===== src/rtl/hex_display_scanner.sv =====
// Multiplexed seven-segment driver: scans DIGITS hex nibbles of one of CHANNELS words,
// with manual/auto/freeze channel selection, per-frame snapshots and leading-zero blanking.
module hex_display_scanner #(
  parameter int DIGITS        = 4,
  parameter int CHANNELS      = 2,
  parameter int REFRESH_DIV   = 100000,
  parameter int ROTATE_FRAMES = 500
) (
  input  logic                          Clk,
  input  logic                          Reset,
  input  logic [CHANNELS*4*DIGITS-1:0]  Values,
  input  logic [1:0]                    Mode,
  input  logic                          NextChan,
  input  logic                          BlankLZ,
  output logic [6:0]                    Out7,
  output logic [DIGITS-1:0]             EnOut,
  output logic [$clog2(CHANNELS)-1:0]   Chan,
  output logic                          FrameOut
);

  localparam int W   = 4 * DIGITS;
  localparam int CW  = $clog2(CHANNELS);
  localparam int RCW = $clog2(REFRESH_DIV);
  localparam int DW  = $clog2(DIGITS);
  localparam int FCW = $clog2(ROTATE_FRAMES + 1);
  localparam logic [1:0] MODE_AUTO   = 2'b01;
  localparam logic [1:0] MODE_FREEZE = 2'b10;

  logic [RCW-1:0] rc_reg;
  logic [DW-1:0]  d_reg, d_next;
  logic           first_reg;
  logic [CW-1:0]  chan_reg, chan_next, chan_inc;
  logic [FCW-1:0] fc_reg, fc_next;
  logic [W-1:0]   snap_reg, snap_next;
  logic           prev_reg;
  logic [6:0]     out7_reg, out7_next;
  logic [DIGITS-1:0] en_reg;
  logic           frame_reg;
  logic           tick, frame_start, blank;
  logic [DW-1:0]  hi_digit;
  logic [3:0]     nib [DIGITS];

  assign tick = (rc_reg == RCW'(REFRESH_DIV - 1));

  // The first tick after reset always lands on digit 0 so the first frame starts cleanly.
  always_comb begin
    d_next = d_reg;
    if (tick) begin
      if (first_reg || d_reg == DW'(DIGITS - 1))
        d_next = '0;
      else
        d_next = d_reg + DW'(1);
    end
  end

  assign frame_start = tick && (d_next == '0);
  assign chan_inc    = (chan_reg == CW'(CHANNELS - 1)) ? '0 : chan_reg + CW'(1);

  always_comb begin
    snap_next = snap_reg;
    if (frame_start && Mode != MODE_FREEZE)
      snap_next = Values[chan_reg*W +: W];
  end

  always_comb begin
    chan_next = chan_reg;
    fc_next   = '0;
    case (Mode)
      MODE_AUTO: begin
        fc_next = fc_reg;
        if (frame_start) begin
          if (fc_reg == FCW'(ROTATE_FRAMES - 1)) begin
            fc_next   = '0;
            chan_next = chan_inc;
          end else begin
            fc_next = fc_reg + FCW'(1);
          end
        end
      end
      MODE_FREEZE: ;
      default: if (NextChan && !prev_reg) chan_next = chan_inc;
    endcase
  end

  // Nibbles of the snapshot as it will be after this edge, so a frame start shows fresh data.
  for (genvar gi = 0; gi < DIGITS; gi++) begin : g_nib
    assign nib[gi] = snap_next[gi*4 +: 4];
  end

  always_comb begin
    hi_digit = '0;
    for (int i = 0; i < DIGITS; i++)
      if (nib[i] != 4'h0) hi_digit = DW'(i);
  end

  assign blank = BlankLZ && (d_next > hi_digit);

  always_comb begin
    out7_next = 7'h7F;
    if (!blank) begin
      case (nib[d_next])
        4'h0: out7_next = 7'h01;
        4'h1: out7_next = 7'h4F;
        4'h2: out7_next = 7'h12;
        4'h3: out7_next = 7'h06;
        4'h4: out7_next = 7'h4C;
        4'h5: out7_next = 7'h24;
        4'h6: out7_next = 7'h20;
        4'h7: out7_next = 7'h0F;
        4'h8: out7_next = 7'h00;
        4'h9: out7_next = 7'h04;
        4'hA: out7_next = 7'h08;
        4'hB: out7_next = 7'h60;
        4'hC: out7_next = 7'h31;
        4'hD: out7_next = 7'h42;
        4'hE: out7_next = 7'h30;
        default: out7_next = 7'h38;
      endcase
    end
  end

  always_ff @(posedge Clk) begin
    if (!Reset) begin
      rc_reg    <= '0;
      d_reg     <= '0;
      first_reg <= 1'b1;
      chan_reg  <= '0;
      fc_reg    <= '0;
      snap_reg  <= '0;
      prev_reg  <= 1'b0;
      out7_reg  <= 7'h7F;
      en_reg    <= '1;
      frame_reg <= 1'b0;
    end else begin
      rc_reg    <= tick ? '0 : rc_reg + RCW'(1);
      d_reg     <= d_next;
      if (tick) first_reg <= 1'b0;
      chan_reg  <= chan_next;
      fc_reg    <= fc_next;
      snap_reg  <= snap_next;
      prev_reg  <= NextChan;
      frame_reg <= frame_start;
      if (tick) begin
        out7_reg <= out7_next;
        en_reg   <= ~(DIGITS'(1) << d_next);
      end
    end
  end

  assign Out7     = out7_reg;
  assign EnOut    = en_reg;
  assign Chan     = chan_reg;
  assign FrameOut = frame_reg;

endmodule


===== config.mk =====
export PLATFORM = sky130hd
export DESIGN_NAME = hex_display_scanner
export DESIGN_NICKNAME = d
export VERILOG_FILES = /design/src/rtl/hex_display_scanner.sv
export SDC_FILE = /design/constraint.sdc
export NUM_CORES = 1
export LEC_CHECK = 0
export ABC_AREA = 0
export CAP_MARGIN = 20
export CELL_PAD_IN_SITES_DETAIL_PLACEMENT = 1
export CELL_PAD_IN_SITES_GLOBAL_PLACEMENT = 2
export CORE_MARGIN = 4
export CORE_UTILIZATION = 33
export CTS_BUF_LIST = sky130_fd_sc_hd__clkbuf_2 sky130_fd_sc_hd__clkbuf_4 sky130_fd_sc_hd__clkbuf_8
export CTS_CLUSTER_DIAMETER = 30
export DETAILED_ROUTE_END_ITERATION = 8
export GPL_TIMING_DRIVEN = 0
export PLACE_DENSITY = 0.83
export SYNTH_ARGS = -nofsm -noshare
export SYNTH_HDL_FRONTEND = slang
export SYNTH_SLANG_ARGS = --single-unit

===== constraint.sdc =====
create_clock -name Clk -period 4.1 [get_ports Clk]
set_input_delay 1.025 -clock Clk [delete_from_list [all_inputs] [get_ports Clk]]
set_output_delay 1.025 -clock Clk [all_outputs]
set_load 0.01 [all_outputs]

Word-level counts from Yosys, hierarchy flattened
Memory sizes are Yosys's and may differ from the RTL's.
Index checks and enable logic that the tools add are counted.
{"block": "word_totals", "reg_bits": 59, "romBits": 112, "inputBits": 38, "memories": 1}
{"block": "classes", "add_sub_neg": 4, "order_cmp": 2, "eq_ne": 8, "n_shift": 2, "n_mux": 16, "bitwise": 4, "n_reduce_logical": 14}
{"name": "(name not given)", "depth": 16, "word_bits": 7, "rd": 1, "rd_clocked_by_memory_dff": 0, "write_ports": 0, "line_no": "101", "source": "case (nib[d_next])"}
{"op": "indexed part select 32 x 6 -> 16 bit", "count": 1}
{"op": "adder 17 x 1 -> 17 bit (second input constant)", "count": 1}
{"op": "equality test 17 bit (second input constant)", "count": 1}
{"op": "two-way mux 16 bit", "count": 1}
{"op": "nonzero test 4 bit", "count": 3}
{"op": "adder 9 x 1 -> 9 bit (second input constant)", "count": 1}
{"op": "equality test 9 bit (second input constant)", "count": 1}
{"op": "two-way mux 9 bit", "count": 1}
{"op": "binary-select mux 4 bit (select 2 bit)", "count": 1}
{"op": "two-way mux 2 bit", "count": 4}
{"op": "two-way mux 4 bit", "count": 2}
{"op": "two-way mux 7 bit", "count": 1}
{"op": "inequality test 2 bit (second input constant)", "count": 3}
{"op": "two-way mux 1 bit", "count": 5}
{"op": "equality test 2 bit (second input constant)", "count": 2}
{"op": "logical AND 1 bit", "count": 4}
{"op": "inverter 4 bit", "count": 1}
{"op": "AND reduction 4 bit", "count": 1}
{"op": "left shift 1 x 2 -> 4 bit (first input constant)", "count": 1}
{"op": "greater-or-equal comparator 3 bit (second input constant)", "count": 1}
{"op": "inverter 2 -> 3 bit", "count": 1}
{"op": "adder 2 x 1 -> 2 bit (second input constant)", "count": 1}
{"op": "equality test 2 x 1 -> 1 bit (second input constant)", "count": 1}
{"op": "greater-than comparator 2 bit", "count": 1}
{"op": "9 further kinds", "count": 10}

Logic depth before layout (Yosys ltp)
Gate-level depths: netlist of run 1.
{"block": "logic_depth", "ltp_word": 15, "depth_mapped": 21}

Least setup slack after synthesis of run 1
Ideal clock, no wire load.
{"block": "synth_path", "path_type": "input port to flip-flop", "startpoint": "input Mode[0]", "endpoint": "register out7_reg[6] (netlist: Out7[6])", "setup_ps": 132, "arrival_ps": 3718, "required_time_ps": 3968, "setup_slack_ps": 250, "cell_stages": 17, "path_cell_list": "nand2b_1 o21ai_0 or2_1 buf_4 buf_2 a21oi_1 nand4_1 or2_2 ha_1 nand2_1 nand2_1 o21ai_0 nor2_1 inv_1 or4_1 o21ai_0 a21oi_1"}
{"block": "synth_between", "elab_chain_cells": 10, "word_cells_on_any_way": 16}
{"element": "start: declaration", "line_no": "12", "source": "input logic [1:0] Mode,"}
{"element": "inequality test 2 bit *", "line_no": "61", "source": "if (frame_start && Mode != MODE_FREEZE)"}
{"element": "logical AND 1 bit *", "line_no": "61"}
{"element": "two-way mux 16 bit *", "line_no": "61"}
{"element": "branches (longest 6 deep; another with memory (16 x 7 bit))"}
{"element": "two-way mux 7 bit *", "line_no": "100", "source": "if (!blank) begin"}
{"element": "end signal: assignment", "line_no": "144", "source": "out7_reg <= out7_next;"}
{"element": "end: declaration", "line_no": "36", "source": "logic [6:0] out7_reg, out7_next;"}
Mark *: on every way between the ends. The select of a mux whose other input is x is not followed.
A chain may end at the register's enable or synchronous reset.

Worst setup path after layout of run 1
Ends and elaborated chain as after synthesis.

==> results of run 1 <==
==> synthesized netlist by cell type (all sizes together), types with 3 or more instances <==
library cell / count
inv: 9
o22a: 3
nor2b: 17
dfxtp: 59
a31oi: 4
and4: 3
ha: 10
clkbuf: 8
nor2: 54
nand4: 8
nor4b: 3
nor3: 10
and2: 7
mux2i: 22
and4bb: 3
and3: 4
or2: 4
nand2b: 3
o21a: 3
xnor2: 6
xor2: 16
o22ai: 4
o21ai: 13
buf: 9
nand2: 23
a21oi: 21
nand3: 13
or3: 4
==> cells by family after synthesis <==
kind of cell / count (synthesis) / share of synthesized area (%)
buffers and inverters: 26 / 3.79
and+or+nand+nor: 166 / 28.5
xor gates and xnor gates: 22 / 6.15
DFF: 59 / 37.7
AOI/OAI and AO/OA: 58 / 12.1
muxes: 24 / 7.75
adders and majority gates: 10 / 3.99
==> repair_timing <==
action	CTS	global route
buffers inserted	2	3
setup endpoints to repair	7	5
gates resized for setup	13	10
pin swaps	1	3
==> cell type report <==
cell class	count	area (µm²)
plain buffers	17	97.6
fillers	1103	5170
multi-input cells	280	1890
clock buffers	12	153
clock inverters	3	15.0
well taps	129	161
inverters	9	33.8
flip-flops and latches	59	1180
repair buffers	55	541
==> worst reg2reg max path, stage by stage, from the launching register on <==
cell and delay [ns]:
dfxtp_1 0.38, ha_2 0.23, and4_1 0.21, buf_4 0.16, nand4_1 0.16, buf_2 0.24
o31ai_2 0.37, nand2_1 0.11, nand4_1 0.17, a41oi_2 0.05, or2_2 0.29, ha_1 0.27
nand2_1 0.05, nand2_1 0.06, o21ai_1 0.09, nor2_2 0.17, inv_2 0.08, or4_1 0.41
o21ai_0 0.09, a21oi_1 0.06
==> through the flow <==
step	instance area, µm²	TNS, ns	hold WS [ns]	setup slack [ns]
6_report	4070	0	0.467	0.298
4_1_cts	4030	0	0.467	0.00708
3_5_place_dp	3790	-4.02	0.458	-1.01
2_1_floorplan	3130	0	0.430	0.250
3_3_place_gp	3790	-3.98	0.440	-0.999
5_1_grt	4070	0	0.487	0.0126
==> worst min-delay path by stage <==
stage	from	end	slack, ns	cells after the start
2_1_floorplan	rc_reg[0]	rc_reg[0]	0.43	1
3_3_place_gp	rc_reg[0]	rc_reg[0]	0.44	1
3_5_place_dp	first_reg	first_reg	0.46	2
4_1_cts	first_reg	first_reg	0.47	2
5_1_grt	first_reg	first_reg	0.49	2
6_report	first_reg	first_reg	0.47	2
==> power groups by stage <==
stage | Sequential (mW) | Combinational, mW | Clock [mW]
3_3_place_gp | 0.593 | 0.0870 | 0
6_report | 0.580 | 0.0883 | 0.471
4_1_cts | 0.580 | 0.0900 | 0.491
2_1_floorplan | 0.593 | 0.0388 | 0
5_1_grt | 0.580 | 0.0975 | 0.512
3_5_place_dp | 0.593 | 0.0889 | 0
==> layer usage <==
metal	routed length, µm	part of all wire (%)	vias to the layer above	track usage (%)
met3	231	2.8	15	3.37
met5	0	0	-	0
li1	-	-	1415	-
met4	114	1.4	0	4.78
met2	4220	51	36	27.7
met1	3770	45	1345	19.1
==> flow_metrics.py, run 1 <==
metrics = {
    "logic_synthesis": {
        "yosysWarningCount": 0,
        "synth.top_cell.area_share_pct": 37.7,
        "synth-seq-cells": 59,
        "synth_cell_types": 53,
        "synth_edf_count": 0,
        "seq_area_frac_synth_pct": 37.7,
        "syn-cell-area_um2": 3130,
        "syn_nets": 413,
        "synth_ff_type": "dfxtp_1",
        "postSynth.asyncResetShare_pct": 0,
        "postSynthCellCount": 365,
        "postSynthAreaPerCell_um2": 8.58,
        "yosysTopAreaCell": "dfxtp_1",
        "synth.top_cells.by_area": "dfxtp_1 38%, mux2i_1 7.0%, nor2_1 6.5%",
    },
    "clock_tree": {
        "h-tree-depth": 3,
        "cts_hold_buf": 0,
        "cts_buffer_depth": 2,
        "cts_num_sinks": 59,
        "cts_buffers": 9,
        "clock_latency_ns": 0.34,
        "cts_tree": "done",
        "clkSlewWorstSetupHoldPaths_ns": 0.07,
        "cts-root-buf": "clkbuf_8",
    },
    "setup_path": {
        "cp-start-kind": "primary input",
        "critPathKind": "primary input to flip-flop",
        "worst-path-stages": 20,
        "slowest_stage": "or4_1",
        "r2r-start": "rc_reg[0]",
        "crit_start": "Mode[0]",
        "cp_data_arrival_time_ns": 4.03,
        "r2r_slack_ns": 0.35,
        "cp-end-kind": "flip-flop",
        "crit_family": "simple AND/OR/NAND/NOR gates",
        "worstPathRequired_ns": 4.33,
        "cp_cell_sequence": "clkdlybuf4s15_1, nand2b_4, o21ai_0, or2_1, buf_6, buf_6, nor2_2, nor2_1, nand4_1, a41oi_2, or2_2, ha_1, nand2_1, nand2_1, o21ai_1, nor2_2, inv_2, or4_1, o21ai_0, a21oi_1",
        "critPathCapture": "Out7[6]",
        "crit_fanout": 10,
        "reg2reg_to": "Out7[6]",
        "ff2ff_path_depth": 19,
        "cpPeakStageDelay_ns": 0.41,
        "critPathBufInv": 4,
    },
    "floorplanning": {
        "core_um2": 9240,
        "initial_core_util_pct": 33.9,
        "die_area_um2": 11100,
        "die_h_um": 105,
        "io_pins": 51,
        "rows": 35,
        "die_width_um": 105,
    },
    "power": {
        "switching_share_pct": 23.3,
        "p_per_area_nw_per_um2": 280,
        "power_frac_comb_pct": 7.8,
        "power_frac_clock_pct": 41.3,
        "peakVddDrop_v": 0.000135,
        "cell_internal_pwr_uw": 874,
        "post-layout-total-power_mw": 1.14,
        "p_seq_share_pct": 50.9,
        "p_switching_uw": 265,
        "leakage_nw": 1.49,
    },
    "timing": {
        "rsz0062_at_grt": "no",
        "fin_crit_ns": 3.80,
        "hold_viol_final": 0,
        "finalCritPeriodShare_pct": 92.7,
        "fmax_mhz": 263,
        "fin_worst_skew_ns": 0.0119,
        "tightest_slew_ns": 0.686,
        "maxSlewHeadroom_pct": 53.9,
        "drv_slew": 0,
        "finalSetupViolCount": 0,
    },
    "route": {
        "first_pass_iters": 4,
        "drt_iter0_markers": 52,
        "vias": 2811,
        "wire_per_inst_um": 14.8,
        "routed_via_density": 4.98,
        "ant_nets": 0,
        "drc": 0,
        "routed_wl_um": 8340,
    },
    "global_route": {
        "grt_pass1_wl_um": 14100,
        "gr-total-overflow": 0,
        "antenna_found_initial": 0,
        "grt_max_degree": 11,
        "grtUsageTotal_pct": 15.8,
        "first_global_vias": 2873,
    },
    "finish": {
        "diodes": 0,
        "postLayoutCoreUtil_pct": 44.1,
        "syn_to_final_growth_pct": 30.0,
        "fin_cells": 564,
        "nNetsFinal": 479,
        "layout_common_cells": "59 x dfxtp_1, 52 x nor2_1, 48 x clkdlybuf4s50_1",
        "drive_gt1_share_pct": 13.3,
        "final_common_cell": "dfxtp_1",
        "largest_reg_flops": 17,
    },
    "place": {
        "place.gp.congestion": 0.785,
        "io_buffers": 50,
        "dpl.cell_count": 544,
        "dp_hpwl_um": 6330,
    },
    "worst_hold_path": {
        "hold_path_class": "flip-flop to flip-flop",
    },
    "run_status": {
        "status": "finished clean",
    },
    "run": {
        "maxCapViolations": 0,
    },
}
No activity file was read; power rests on OpenSTA's default activity.
==> inputs of run 2 (changes only) <==
--- a/config.mk
+++ b/config.mk
@@ -5,11 +5,10 @@
 export SDC_FILE = /design/constraint.sdc
 export NUM_CORES = 1
 export LEC_CHECK = 0
-export ABC_AREA = 0
 export CAP_MARGIN = 20
 export CELL_PAD_IN_SITES_DETAIL_PLACEMENT = 1
 export CELL_PAD_IN_SITES_GLOBAL_PLACEMENT = 2
-export CORE_MARGIN = 4
+export CORE_MARGIN = 5
 export CORE_UTILIZATION = 33
 export CTS_BUF_LIST = sky130_fd_sc_hd__clkbuf_2 sky130_fd_sc_hd__clkbuf_4 sky130_fd_sc_hd__clkbuf_8
 export CTS_CLUSTER_DIAMETER = 30
==> flow_metrics.py, run 2 (same netlist as run 1, synthesis figures left out) <==
metrics = {
    "run_status": {
        "status": "finished clean",
    },
    "setup_path": {
        "critPathKind": "primary input to flip-flop",
        "slowest_stage": "or4_1",
        "cp-start-kind": "primary input",
        "worstPathRequired_ns": 4.33,
        "cp_cell_sequence": "dlygate4sd2_1, nand2b_4, o21ai_1, or2_1, buf_4, buf_4, a21oi_2, a41oi_1, or2_2, ha_1, nand2_1, nand2_1, o21ai_0, nor2_2, inv_2, or4_1, o21ai_0, a21oi_1",
        "ff2ff_path_depth": 19,
        "crit_fanout": 10,
        "r2r_slack_ns": 0.25,
        "r2r-start": "rc_reg[0]",
        "reg2reg_to": "Out7[6]",
        "critPathBufInv": 4,
        "cpPeakStageDelay_ns": 0.41,
        "cp-end-kind": "flip-flop",
        "crit_family": "simple AND/OR/NAND/NOR gates",
        "cp_data_arrival_time_ns": 4.13,
    },
    "timing": {
        "final.setup.tns_ns": 0,
        "finalCritPeriodShare_pct": 95.2,
        "finalSetupViolCount": 0,
        "tightest_slew_ns": 0.608,
        "fin_worst_skew_ns": 0.00778,
        "fmax_mhz": 256,
        "fin_crit_ns": 3.90,
        "hold_viol_final": 0,
        "drv_slew": 0,
        "maxSlewHeadroom_pct": 59.1,
    },
    "floorplanning": {
        "rows": 35,
        "die_width_um": 107,
        "core_um2": 9240,
        "io_pins": 51,
        "die_area_um2": 11500,
        "die_h_um": 107,
        "initial_core_util_pct": 33.9,
    },
    "power": {
        "power_frac_comb_pct": 7.7,
        "cell_internal_pwr_uw": 902,
        "p_per_area_nw_per_um2": 289,
        "switching_share_pct": 22.9,
        "leakage_nw": 1.48,
        "post-layout-total-power_mw": 1.17,
        "peakVddDrop_v": 0.000118,
        "p_seq_share_pct": 49.7,
        "p_switching_uw": 268,
        "power_frac_clock_pct": 42.6,
    },
    "route": {
        "drt_iter0_markers": 46,
        "wire_per_inst_um": 14.8,
        "routed_via_density": 5.02,
        "drc": 0,
        "first_pass_iters": 4,
        "routed_wl_um": 8350,
        "vias": 2824,
        "ant_nets": 0,
    },
    "finish": {
        "final_common_cell": "dfxtp_1",
        "postLayoutCoreUtil_pct": 43.9,
        "diodes": 0,
        "syn_to_final_growth_pct": 29.4,
        "nNetsFinal": 477,
        "layout_common_cells": "56 x dfxtp_1, 52 x nor2_1, 48 x clkdlybuf4s50_1",
        "stdcell_area_um2": 4050,
        "drive_gt1_share_pct": 13.6,
        "largest_reg_flops": 17,
        "fillerInstances": 1096,
    },
    "clock_tree": {
        "cts_hold_buf": 0,
        "clock_latency_ns": 0.34,
        "cts_num_sinks": 59,
        "cts_buffers": 9,
        "cts-root-buf": "clkbuf_8",
        "cts_tree": "done",
        "clkSlewWorstSetupHoldPaths_ns": 0.07,
        "cts_buffer_depth": 2,
        "h-tree-depth": 3,
    },
    "global_route": {
        "antenna_found_initial": 0,
        "grt_max_degree": 11,
        "grt_pass1_wl_um": 14200,
        "gr-total-overflow": 0,
        "grtUsageTotal_pct": 15.4,
        "first_global_vias": 3017,
    },
    "place": {
        "dp_hpwl_um": 6360,
        "place.gp.congestion": 0.784,
        "io_buffers": 50,
        "postPlaceCellArea_um2": 3790,
    },
    "run": {
        "maxCapViolations": 0,
    },
    "worst_hold_path": {
        "holdPathStages": 2,
        "hold_start": "first_reg",
        "hold_path_class": "flip-flop to flip-flop",
        "min_to": "first_reg",
    },
}
## run 2: cell count changes in the layout (fill, tap and decap cells not counted), sizes merged
cell,delta
clkinv,-1
dlygate4sd2,+1
dlymetal6s2s,-1
buf,-2
clkdlybuf4s15,-1
clkbuf,+3
## run 2: worst min-delay path: stages, from the launching register on
cell,delay (ns)
dfxtp_1,0.33
nand2_1,0.06
nand2_1,0.04
## run 2: layout make-up
type | count | area (µm²) | area share [%]
multi-input cells | 280 | 1880 | 46.5
clock buffers | 14 | 174 | 4.29
inverters | 9 | 33.8 | 0.833
plain buffers | 17 | 90.1 | 2.22
flip-flops and latches | 59 | 1180 | 29.2
repair buffers | 53 | 517 | 12.7
clock inverters | 2 | 10.0 | 0.247
well taps | 129 | 161 | 3.98
## run 2: power groups by stage
stage	registers, mW	logic (mW)	clock network (mW)
after global routing	0.582	0.0978	0.543
after detailed placement	0.593	0.0898	0
after floorplan	0.593	0.0388	0
after global placement	0.593	0.0869	0
final	0.581	0.0899	0.499
after CTS	0.580	0.0905	0.519
## run 2: metal layers
layer  track usage [%]  wire length (µm)  vias up
met4              3.07                77        0
met5                 0                 0        -
met2              27.3              4160       39
li1                  -                 -     1411
met1              18.6              3900     1366
met3              4.20               214        8
## run 2: how the worst max path moves through the flow
stage | startpoint | endpoint | slack [ns] | cells after the start
after floorplan | Mode[0] | Out7[6] | 0.25 | 17
after global placement | Mode[0] | Out7[6] | -1.0 | 18
after detailed placement | Mode[0] | Out7[6] | -1.03 | 18
after CTS | rc_reg[0] | Out7[6] | 0.05 | 21
after global routing | Mode[1] | Out7[6] | -0.01 | 20
final | Mode[1] | Out7[6] | 0.20 | 18
## run 2: timing repair
action,4_1_cts,5_1_grt
gates resized for setup,11,12
endpoints found under the setup margin,7,2
buffers inserted,1,2
pin swaps,1,1
## run 2: metrics by stage
step	cells	hold slack [ns]	worst slack [ns]
finish	563	0.469	0.198
detailed placement	544	0.460	-1.03
floorplan	365	0.430	0.250
global placement	544	0.440	-0.995
global route	563	0.487	-0.0128
CTS	561	0.470	0.0458
